--- src/rtl/muldiv_ctrl_pkg.sv ---
// Shared SPECIAL function codes and FSM state encoding for the HI/LO multiply/divide unit.
package muldiv_ctrl_pkg;

  localparam logic [5:0] FnMfhi  = 6'h10;
  localparam logic [5:0] FnMthi  = 6'h11;
  localparam logic [5:0] FnMflo  = 6'h12;
  localparam logic [5:0] FnMtlo  = 6'h13;
  localparam logic [5:0] FnMult  = 6'h18;
  localparam logic [5:0] FnMultu = 6'h19;
  localparam logic [5:0] FnDiv   = 6'h1a;
  localparam logic [5:0] FnDivu  = 6'h1b;

  typedef enum logic [1:0] {
    StIdle,
    StIter,
    StFinish
  } state_e;

  // Ops that occupy the iterative datapath.
  function automatic logic is_iter_op(input logic [5:0] fn);
    return (fn == FnMult) || (fn == FnMultu) || (fn == FnDiv) || (fn == FnDivu);
  endfunction

  function automatic logic is_supported_op(input logic [5:0] fn);
    return is_iter_op(fn) || (fn == FnMfhi) || (fn == FnMflo) || (fn == FnMthi) ||
           (fn == FnMtlo);
  endfunction

endpackage

--- src/rtl/muldiv_step.sv ---
// One iteration of unsigned shift-add multiply or restoring shift-subtract divide.
module muldiv_step
  import muldiv_ctrl_pkg::*;
#(
  parameter int unsigned WIDTH = 32
) (
  input  logic                 i_is_div,
  input  logic [2*WIDTH-1:0]   i_acc,
  input  logic [WIDTH-1:0]     i_operand,
  output logic [2*WIDTH-1:0]   o_acc
);

  logic [WIDTH:0]   w_sum;
  logic [WIDTH:0]   w_diff;
  logic [2*WIDTH:0] w_shift;

  always_comb begin
    w_sum   = {1'b0, i_acc[2*WIDTH-1:WIDTH]} + {1'b0, i_operand};
    w_shift = {i_acc, 1'b0};
    // Top bit of the difference set means the trial subtraction borrowed.
    w_diff  = w_shift[2*WIDTH:WIDTH] - {1'b0, i_operand};
    if (i_is_div) begin
      o_acc = w_diff[WIDTH] ? w_shift[2*WIDTH-1:0]
                            : {w_diff[WIDTH-1:0], w_shift[WIDTH-1:1], 1'b1};
    end else begin
      o_acc = i_acc[0] ? {w_sum, i_acc[WIDTH-1:1]} : {1'b0, i_acc[2*WIDTH-1:1]};
    end
  end

endmodule

--- src/rtl/muldiv_ctrl.sv ---
// Iterative HI/LO multiply/divide controller: MULT/MULTU/DIV/DIVU plus MFHI/MFLO/MTHI/MTLO.
module muldiv_ctrl
  import muldiv_ctrl_pkg::*;
#(
  parameter int unsigned WIDTH = 32,
  parameter int unsigned ITER  = WIDTH
) (
  input  logic             clock,
  input  logic             reset,
  input  logic             w_start,
  input  logic [5:0]       w_op_code_6,
  input  logic [WIDTH-1:0] w_input1_x,
  input  logic [WIDTH-1:0] w_input2_x,
  output logic             w_busy,
  output logic             w_stall,
  output logic [WIDTH-1:0] w_output_x,
  output logic [WIDTH-1:0] w_hi_x,
  output logic [WIDTH-1:0] w_lo_x
);

  localparam logic [WIDTH-1:0]   OneW   = {{(WIDTH-1){1'b0}}, 1'b1};
  localparam logic [2*WIDTH-1:0] One2W  = {{(2*WIDTH-1){1'b0}}, 1'b1};
  localparam logic [5:0]         CntLast = 6'(ITER - 1);

  state_e               r_state, w_state_next;
  logic [5:0]           r_cnt, w_cnt_next;
  logic [2*WIDTH-1:0]   r_acc, w_acc_next;
  logic [WIDTH-1:0]     r_opnd, w_opnd_next;
  logic                 r_is_div, w_is_div_next;
  logic                 r_neg_q, w_neg_q_next;
  logic                 r_neg_r, w_neg_r_next;
  logic                 r_div_zero, w_div_zero_next;
  logic [WIDTH-1:0]     r_hi, w_hi_next;
  logic [WIDTH-1:0]     r_lo, w_lo_next;

  logic                 w_is_signed, w_is_div_op;
  logic                 w_a_neg, w_b_neg;
  logic [WIDTH-1:0]     w_a_mag, w_b_mag;
  logic [2*WIDTH-1:0]   w_step_acc;
  logic [2*WIDTH-1:0]   w_prod_res;
  logic [WIDTH-1:0]     w_quot, w_rem, w_quot_res, w_rem_res;

  // Operand decode: signed ops iterate on magnitudes.
  always_comb begin
    w_is_signed = (w_op_code_6 == FnMult) || (w_op_code_6 == FnDiv);
    w_is_div_op = (w_op_code_6 == FnDiv) || (w_op_code_6 == FnDivu);
    w_a_neg     = w_is_signed & w_input1_x[WIDTH-1];
    w_b_neg     = w_is_signed & w_input2_x[WIDTH-1];
    w_a_mag     = w_a_neg ? (~w_input1_x + OneW) : w_input1_x;
    w_b_mag     = w_b_neg ? (~w_input2_x + OneW) : w_input2_x;
  end

  muldiv_step #(
    .WIDTH(WIDTH)
  ) u_step (
    .i_is_div  (r_is_div),
    .i_acc     (r_acc),
    .i_operand (r_opnd),
    .o_acc     (w_step_acc)
  );

  // Sign correction; a zero divisor keeps the all-ones quotient regardless of sign.
  always_comb begin
    w_prod_res = r_neg_q ? (~r_acc + One2W) : r_acc;
    w_quot     = r_acc[WIDTH-1:0];
    w_rem      = r_acc[2*WIDTH-1:WIDTH];
    w_quot_res = (r_neg_q && !r_div_zero) ? (~w_quot + OneW) : w_quot;
    w_rem_res  = r_neg_r ? (~w_rem + OneW) : w_rem;
  end

  always_comb begin
    w_state_next    = r_state;
    w_cnt_next      = r_cnt;
    w_acc_next      = r_acc;
    w_opnd_next     = r_opnd;
    w_is_div_next   = r_is_div;
    w_neg_q_next    = r_neg_q;
    w_neg_r_next    = r_neg_r;
    w_div_zero_next = r_div_zero;
    w_hi_next       = r_hi;
    w_lo_next       = r_lo;
    unique case (r_state)
      StIdle: begin
        if (w_start) begin
          if (is_iter_op(w_op_code_6)) begin
            w_acc_next      = {{WIDTH{1'b0}}, (w_is_div_op ? w_a_mag : w_b_mag)};
            w_opnd_next     = w_is_div_op ? w_b_mag : w_a_mag;
            w_is_div_next   = w_is_div_op;
            w_neg_q_next    = w_a_neg ^ w_b_neg;
            w_neg_r_next    = w_a_neg;
            w_div_zero_next = w_is_div_op && (w_input2_x == '0);
            w_cnt_next      = '0;
            w_state_next    = StIter;
          end else if (w_op_code_6 == FnMthi) begin
            w_hi_next = w_input1_x;
          end else if (w_op_code_6 == FnMtlo) begin
            w_lo_next = w_input1_x;
          end
        end
      end
      StIter: begin
        w_acc_next = w_step_acc;
        w_cnt_next = r_cnt + 6'd1;
        if (r_cnt == CntLast) begin
          w_state_next = StFinish;
        end
      end
      StFinish: begin
        if (r_is_div) begin
          w_hi_next = w_rem_res;
          w_lo_next = w_quot_res;
        end else begin
          w_hi_next = w_prod_res[2*WIDTH-1:WIDTH];
          w_lo_next = w_prod_res[WIDTH-1:0];
        end
        w_state_next = StIdle;
      end
      default: w_state_next = StIdle;
    endcase
  end

  always_ff @(posedge clock) begin
    if (reset) begin
      r_state    <= StIdle;
      r_cnt      <= '0;
      r_acc      <= '0;
      r_opnd     <= '0;
      r_is_div   <= 1'b0;
      r_neg_q    <= 1'b0;
      r_neg_r    <= 1'b0;
      r_div_zero <= 1'b0;
      r_hi       <= '0;
      r_lo       <= '0;
    end else begin
      r_state    <= w_state_next;
      r_cnt      <= w_cnt_next;
      r_acc      <= w_acc_next;
      r_opnd     <= w_opnd_next;
      r_is_div   <= w_is_div_next;
      r_neg_q    <= w_neg_q_next;
      r_neg_r    <= w_neg_r_next;
      r_div_zero <= w_div_zero_next;
      r_hi       <= w_hi_next;
      r_lo       <= w_lo_next;
    end
  end

  always_comb begin
    w_busy  = (r_state != StIdle);
    w_stall = w_busy && w_start && is_supported_op(w_op_code_6);
    w_hi_x  = r_hi;
    w_lo_x  = r_lo;
    if (w_op_code_6 == FnMfhi) begin
      w_output_x = r_hi;
    end else if (w_op_code_6 == FnMflo) begin
      w_output_x = r_lo;
    end else begin
      w_output_x = '0;
    end
  end

endmodule

--- config.mk ---
export PLATFORM = sky130hd
export DESIGN_NAME = muldiv_ctrl
export DESIGN_NICKNAME = d
export VERILOG_FILES = /design/src/rtl/muldiv_ctrl_pkg.sv /design/src/rtl/muldiv_step.sv /design/src/rtl/muldiv_ctrl.sv
export SDC_FILE = /design/constraint.sdc
export NUM_CORES = 1
export LEC_CHECK = 0
export BUFFER_PORTS_ARGS = -buffer_cell sky130_fd_sc_hd__clkbuf_2
export CAP_MARGIN = 0
export CELL_PAD_IN_SITES_DETAIL_PLACEMENT = 2
export CELL_PAD_IN_SITES_GLOBAL_PLACEMENT = 2
export CORE_MARGIN = 3
export CORE_UTILIZATION = 31
export CTS_BUF_LIST = sky130_fd_sc_hd__clkbuf_16
export DETAILED_ROUTE_END_ITERATION = 8
export GPL_TIMING_DRIVEN = 0
export PLACE_DENSITY = 0.79
export SLEW_MARGIN = 10
export SYNTH_ARGS = -nofsm -noshare
export SYNTH_HDL_FRONTEND = slang
export SYNTH_SLANG_ARGS = --single-unit
--- constraint.sdc ---
create_clock -name clock -period 3.4 [get_ports clock]
set_input_delay 0.85 -clock clock [delete_from_list [all_inputs] [get_ports clock]]
set_output_delay 0.85 -clock clock [all_outputs]
set_load 0.01 [all_outputs]
==> run summary, run 1 <==
FF+latch count, synth -> 172
Worst R2R Start -> r_opnd[3]
EDFF count, synth -> 0
Reg clk slew, reported paths -> 80 ps
WHS -> 499 ps
Router iterations before antenna repair -> 8
Non-Filler Instances -> 3036
Synth Cell Area -> 0.0153 mm²
Routability cong. -> 0.939
Avg WL per Cell -> 28.6 µm
Post-route ant nets -> 0
Area growth syn-to-layout -> 22.3%
Vias per inst -> 6.10
Initial Util -> 31.7%
Tot GR Track Use -> 31.2%
Internal power -> 3.57 mW
Die Ht -> 228 µm
Port buffer count -> 167
Core Area -> 0.0482 mm²
Setup_tns -> -30.1 ps
Clk Latency, worst-skew pair -> 470 ps
Crit-path max FO -> 7
Clock Path Buffers -> 2
Area of the die -> 0.0520 mm²
WP data arrival -> 3820 ps
Largest cells by area after synthesis -> dfxtp_1 (23%), a21oi_1 (7.5%), nor2_1 (7.0%)
Worst setup path start -> r_opnd[3]
Metal-1 WL -> 36.6 mm
Uppermost layer routed -> met4
Tcrit/Tclk final -> 101%
Ports -> 171
Tightest Pin Transition -> 1050 ps
CTS root buffer -> clkbuf_16
Final wirelength -> 86.9 mm
R2R cell count -> 16
Fmax -> 292 MHz
Ys async rst share -> 0%
Most frequent cells after synthesis -> nor2_1 (284), nand2_1 (243), a21oi_1 (228)
Synth Flop Type -> dfxtp_1
Data required, critical path -> 3800 ps
Syn avg cell area -> 7.13 µm²
Distinct cells, synth -> 75
Global-route wire length before repair -> 125 mm
Synth top area share -> 22.5%
Routed length on met3 -> 5.91 mm
Outcome -> complete, but fails checks
Critical Path Sink -> r_acc[63]
Final Net Count -> 2510
Post-Syn Instances -> 2144
Clk sink count -> 172
Failing checks -> setup timing
Drt drc -> 0
Register area share after synthesis -> 22.5%
Setup Crit Path Kind -> flop to flop
Final Max Tran Viols -> 0
Maxcap violations -> 0
Clock share of power -> 39.0%
Final WS setup -> -19.9 ps
Detailed Place HPWL -> 66.4 mm
RSZ-0062 raised after global routing -> yes
Largest net degree at the start of global routing -> 17
R2r setup slk -> -20 ps
Total power -> 5.40 mW
Row count -> 80
Power Dens Cells -> 289 mW/mm²
Cell with the most instances after synthesis -> nor2_1
Final hold vios -> 0
Vias in the first global route -> 19.3k
Final setup vio count -> 2
CTS tree -> built
Via count -> 18.5k
Net switching power -> 1.83 mW
Crit path time final -> 3420 ps
Placed cells -> 2967
Gate power share -> 23.1%
Net Sw Frac -> 33.9%
CP Launch Type -> flop
Grt ovf -> 0
Initial antenna violation count -> 1
Max Clock Skew -> 14.6 ps
Layout cells sized above 1 -> 18.0%
First DRT Iteration DRCs -> 1355
Crit. End Element -> flop
Met2 wire len -> 39.6 mm
Max-slew headroom -> 29.8%
VDD IR max -> 380 µV
# H-tree levels -> 4
Num CTS Buffers -> 17
Lkg Pwr -> 7.16 nW
Total number of yosys warnings -> 0
Die Wd -> 228 µm
Tightest Hold Check Type -> flop to flop
Reg power frac -> 37.9%
Reg-to-Reg End -> r_acc[63]
Largest area contributor in the netlist -> dfxtp_1
Syn nets -> 2288
## cell usage in the layout, fill, tap and decap left out, types with 23 or more instances in the layout
cell type and count:
clkbuf_2 176, ha_1 58, o21ai_0 82, dfxtp_1 136, clkbuf_1 122, o31ai_1 23
mux2i_1 76, a31oi_1 47, a21o_1 26, nand2_1 241, nor2_1 278, a211oi_1 57
buf_4 37, o211ai_1 61, xor2_1 81, nor2b_1 24, a21oi_1 214, xnor2_1 88
dfxtp_2 25, nor3_1 33, inv_1 53, nand3_1 37
## routing by layer
layer	GRT usage, %	vias to the layer above
met5	0	-
met4	15.3	0
met3	6.26	204
met2	50.3	734
met1	39.8	9415
li1	-	8158
## what timing repair did
action,in CTS,in global routing
pin swaps,17,29
setup buffers,20,22
endpoints found under the setup margin,149,88
hold buffers,0,0
cloned,1,1
hold endpoints to repair,0,0
resized for setup,114,116
## critical path: stages, from the launching register on
cell and delay [ps]:
dfxtp_2 340, inv_1 100, ha_2 330, o211ai_1 330, a21oi_4 80, o2111ai_4 270
o211ai_1 130, buf_4 180, a2111oi_4 310, buf_6 200, xor2_4 190, buf_12 170
buf_6 100, a21o_1 120, a21oi_1 50, a211o_1 310, a21oi_1 130
## registers in the layout (all words and copies together), names as in the netlist
signal	count
r_neg_q	1
r_neg_r	1
r_cnt	6
r_is_div	1
w_hi_x	32
r_acc	64
r_opnd	32
r_state	2
w_lo_x	32
r_div_zero	1
## per-stage QoR
step | cell area [µm²] | setup WS (ps) | utilization (%)
4_1_cts | 18100 | -52.1 | 37.6
3_3_place_gp | 16900 | -1850 | 35.1
5_1_grt | 18700 | -80.1 | 38.8
3_5_place_dp | 16900 | -1980 | 35.1
2_1_floorplan | 15300 | 70.5 | -
6_report | 18700 | -19.9 | 38.8
## logic make-up (layout without fill, tap and decap cells)
group	Yosys count	count (layout)	synth area share [%]
and+or+nand+nor	755	755	22.4
AOI/OAI and AO/OA	663	663	27.9
muxes	83	83	5.49
xor gates and xnor gates	177	177	10.2
buffers and inverters	223	458	5.56
DFF	172	172	22.5
other	0	1	0
adders and majority gates	71	71	5.91
## power groups by stage
stage	clock, mW	sequential, mW	combinational (mW)
after floorplan	0	2.09	0.525
after global placement	0	2.10	0.905
after CTS	2.09	2.05	1.08
final	2.11	2.05	1.25
after global routing	2.19	2.05	1.29
after detailed placement	0	2.10	0.928
## layout make-up
| class | count | area [µm²] |
|---|---|---|
| repair buffers | 211 | 1230 |
| diodes | 1 | 2.50 |
| multi-input cells | 1749 | 11600 |
| inverters | 57 | 248 |
| flip-flops and latches | 172 | 3520 |
| well taps | 656 | 821 |
| plain buffers | 158 | 687 |
| fillers | 5696 | 29500 |
| clock buffers | 17 | 425 |
| clock inverters | 15 | 164 |
## how the worst min path moves through the flow
stage            endpoint  slack, ps  startpoint  cells past startpoint
4_1_cts         r_opnd[3]        490   r_opnd[3]                      2
6_report        r_opnd[3]        500   r_opnd[3]                      2
3_5_place_dp   r_div_zero        460  r_div_zero                      2
3_3_place_gp   r_div_zero        440  r_div_zero                      2
5_1_grt         r_opnd[3]        510   r_opnd[3]                      2
2_1_floorplan  r_div_zero        430  r_div_zero                      2
Note: power is estimated with default switching activity, not from simulation.
==> run 2, diff against run 1 <==
CORE_UTILIZATION = 32   (was 31)
CTS_BUF_LIST = sky130_fd_sc_hd__clkbuf_2   (was sky130_fd_sc_hd__clkbuf_16)
PLACE_DENSITY = 0.81   (was 0.79)
==> run 2 against run 1 <==
  * The flow still finishes with violations (setup timing)
  * Setup slack got worse by 130 ps
  * Utilization is 0.64 points higher
  * Largest power group is now sequential cells
  * Critical endpoint is now r_acc[37]
  * Highest routed layer unchanged
  * Clock skew increased by 72 ps
  * Register-to-register slack lost 130 ps
==> run summary, run 2 (synthesis results as in run 1) <==
Tightest Pin Transition -> 1130 ps (was 1050 ps)
Row count -> 79 (was 80)
Worst Hold Launch -> w_input2_x[0] (was r_opnd[3])
Final hold vios -> 0 (unchanged)
Initial antenna violation count -> 3 (was 1)
Crit path time final -> 3550 ps (was 3420 ps)
Clk sink count -> 172 (unchanged)
Worst Hold Depth -> 3 (was 2)
Router iterations before antenna repair -> 5 (was 8)
R2R cell count -> 16 (unchanged)
Largest register FFs -> 64 (unchanged)
Clock Path Buffers -> 2 (unchanged)
Power Dens Cells -> 247 mW/mm² (was 289 mW/mm²)
CTS tree -> built (unchanged)
Top reg by flops -> r_acc (unchanged)
Area of the die -> 0.0504 mm² (was 0.0520 mm²)
Design area -> 0.0185 mm² (was 0.0187 mm²)
Core Area -> 0.0469 mm² (was 0.0482 mm²)
Tightest Hold Check Type -> primary input to flop (was flop to flop)
Crit-path max FO -> 8 (was 7)
Largest net degree at the start of global routing -> 17 (unchanged)
Worst R2R Start -> r_acc[32] (was r_opnd[3])
Detailed Place HPWL -> 66.6 mm (was 66.4 mm)
Lkg Pwr -> 7.11 nW (was 7.16 nW)
Reg clk slew, reported paths -> 360 ps (was 80 ps)
CP Launch Type -> flop (unchanged)
Outcome -> complete, but fails checks (unchanged)
Clk Latency, worst-skew pair -> 1030 ps (was 470 ps)
Port buffer count -> 167 (unchanged)
Initial Util -> 32.6% (was 31.7%)
Drt drc -> 0 (unchanged)
Final Net Count -> 2522 (was 2510)
Tcrit/Tclk final -> 104% (was 101%)
Setup Crit Path Kind -> flop to flop (unchanged)
Vias per inst -> 6.26 (was 6.10)
Layout cells sized above 1 -> 18.8% (was 18.0%)
Area growth syn-to-layout -> 20.8% (was 22.3%)
WP data arrival -> 4490 ps (was 3820 ps)
Final WS setup -> -145 ps (was -19.9 ps)
Placement Cell Area -> 0.0169 mm² (about the same)
Worst setup path start -> r_acc[32] (was r_opnd[3])
Failing checks -> setup timing (unchanged)
Via count -> 18.8k (was 18.5k)
First DRT Iteration DRCs -> 1599 (was 1355)
Most common cell after layout, fill and taps aside -> nor2_1 (unchanged)
Routability cong. -> 0.957 (was 0.939)
Setup_tns -> -1330 ps (was -30.1 ps)
RSZ-0062 raised after global routing -> yes (unchanged)
Fmax -> 282 MHz (was 292 MHz)
Multi-input gate area -> 0.0116 mm² (about the same)
Fillers -> 5576 (was 5696)
Final wirelength -> 87.5 mm (was 86.9 mm)
CTS root buffer -> clkbuf_2 (was clkbuf_16)
Non-Filler Instances -> 3001 (was 3036)
WHS -> 180 ps (was 499 ps)
Tot GR Track Use -> 32.3% (was 31.2%)
VDD IR max -> 187 µV (was 380 µV)
Final Max Tran Viols -> 0 (unchanged)
Placed cells -> 2918 (was 2967)
Num CTS Buffers -> 17 (unchanged)
Pre-CTS setup slack -> -1910 ps (was -1980 ps)
Max-slew headroom -> 24.5% (was 29.8%)
Ports -> 171 (unchanged)
Data required, critical path -> 4350 ps (was 3800 ps)
# H-tree levels -> 4 (unchanged)
Most frequent cells in the layout -> nor2_1 (280), nand2_1 (239), a21oi_1 (207) (was nor2_1 (278), nand2_1 (241), a21oi_1 (214))
Crit. End Element -> flop (unchanged)
Die Wd -> 225 µm (was 228 µm)
Die Ht -> 225 µm (was 228 µm)
Final setup vio count -> 23 (was 2)
Maxcap violations -> 0 (unchanged)
Vias in the first global route -> 19.2k (was 19.3k)
Avg WL per Cell -> 29.1 µm (was 28.6 µm)
Storage element area -> 0.00354 mm² (was 0.00352 mm²)
Grt ovf -> 0 (unchanged)
Global-route wire length before repair -> 124 mm (was 125 mm)
Max Clock Skew -> 86.6 ps (was 14.6 ps)
Post-route ant nets -> 0 (unchanged)
run 2: final timing paths:
path                                   end  slack (ps)
worst max register to register   r_acc[37]        -150
worst min-delay path             r_opnd[0]         180
worst min register to register  r_div_zero         500
worst max-delay path             r_acc[37]        -150
run 2: area by class of cell:
type	count	area share [%]
Antenna cell	3	0.0407
Buffer	155	3.67
Clock buffer	17	0.461
Clock inverter	15	0.732
Inverter	57	1.34
Multi-Input combinational cell	1749	63.0
Sequential cell	172	19.2
Tap cell	607	4.11
Timing Repair Buffer	226	7.42
run 2: per-layer routing:
| layer | share of wire (%) | GRT usage [%] | vias up | wire [µm] |
|---|---|---|---|---|
| li1 | - | - | 8187 | - |
| met1 | 41 | 41.2 | 9511 | 36200 |
| met2 | 45 | 51.9 | 847 | 39700 |
| met3 | 7.2 | 6.58 | 252 | 6270 |
| met4 | 6.1 | 16.5 | 0 | 5310 |
| met5 | 0 | 0 | - | 0 |
run 2: metrics by stage:
| stage | power, mW | util, % |
|---|---|---|
| floorplan | 2.61 | - |
| global placement | 3.00 | 36.0 |
| detailed placement | 3.03 | 36.0 |
| CTS | 4.32 | 37.8 |
| global route | 4.70 | 39.4 |
| finish | 4.57 | 39.4 |
run 2: what timing repair did:
| action | in CTS | in global routing |
|---|---|---|
| hold buffers | 0 | 0 |
| gates resized for setup | 116 | 148 |
| hold endpoints to repair | 0 | 0 |
| pin swaps | 18 | 52 |
| gates cloned | 0 | 1 |
| endpoints found under the setup margin | 73 | 115 |
| setup buffers | 22 | 36 |
run 2: critical path: stages, from the launching register on:
cell and delay [ps]:
dfxtp_4 480, buf_12 120, clkinvlp_4 150, fa_2 400, nand2b_4 180, a21oi_4 190
o2111ai_4 190, o211ai_1 210, buf_4 180, a2111oi_4 80, buf_6 150, xor2_4 200
buf_6 190, buf_6 130, o21ai_0 280, a21oi_1 120, o21ai_1 210
run 2: report_power, final:
group | internal, mW | total, mW | switching [mW]
logic | 0.491 | 1.30 | 0.814
clock network | 0.282 | 1.21 | 0.924
registers | 2.03 | 2.06 | 0.0283
total | 2.80 | 4.57 | 1.77
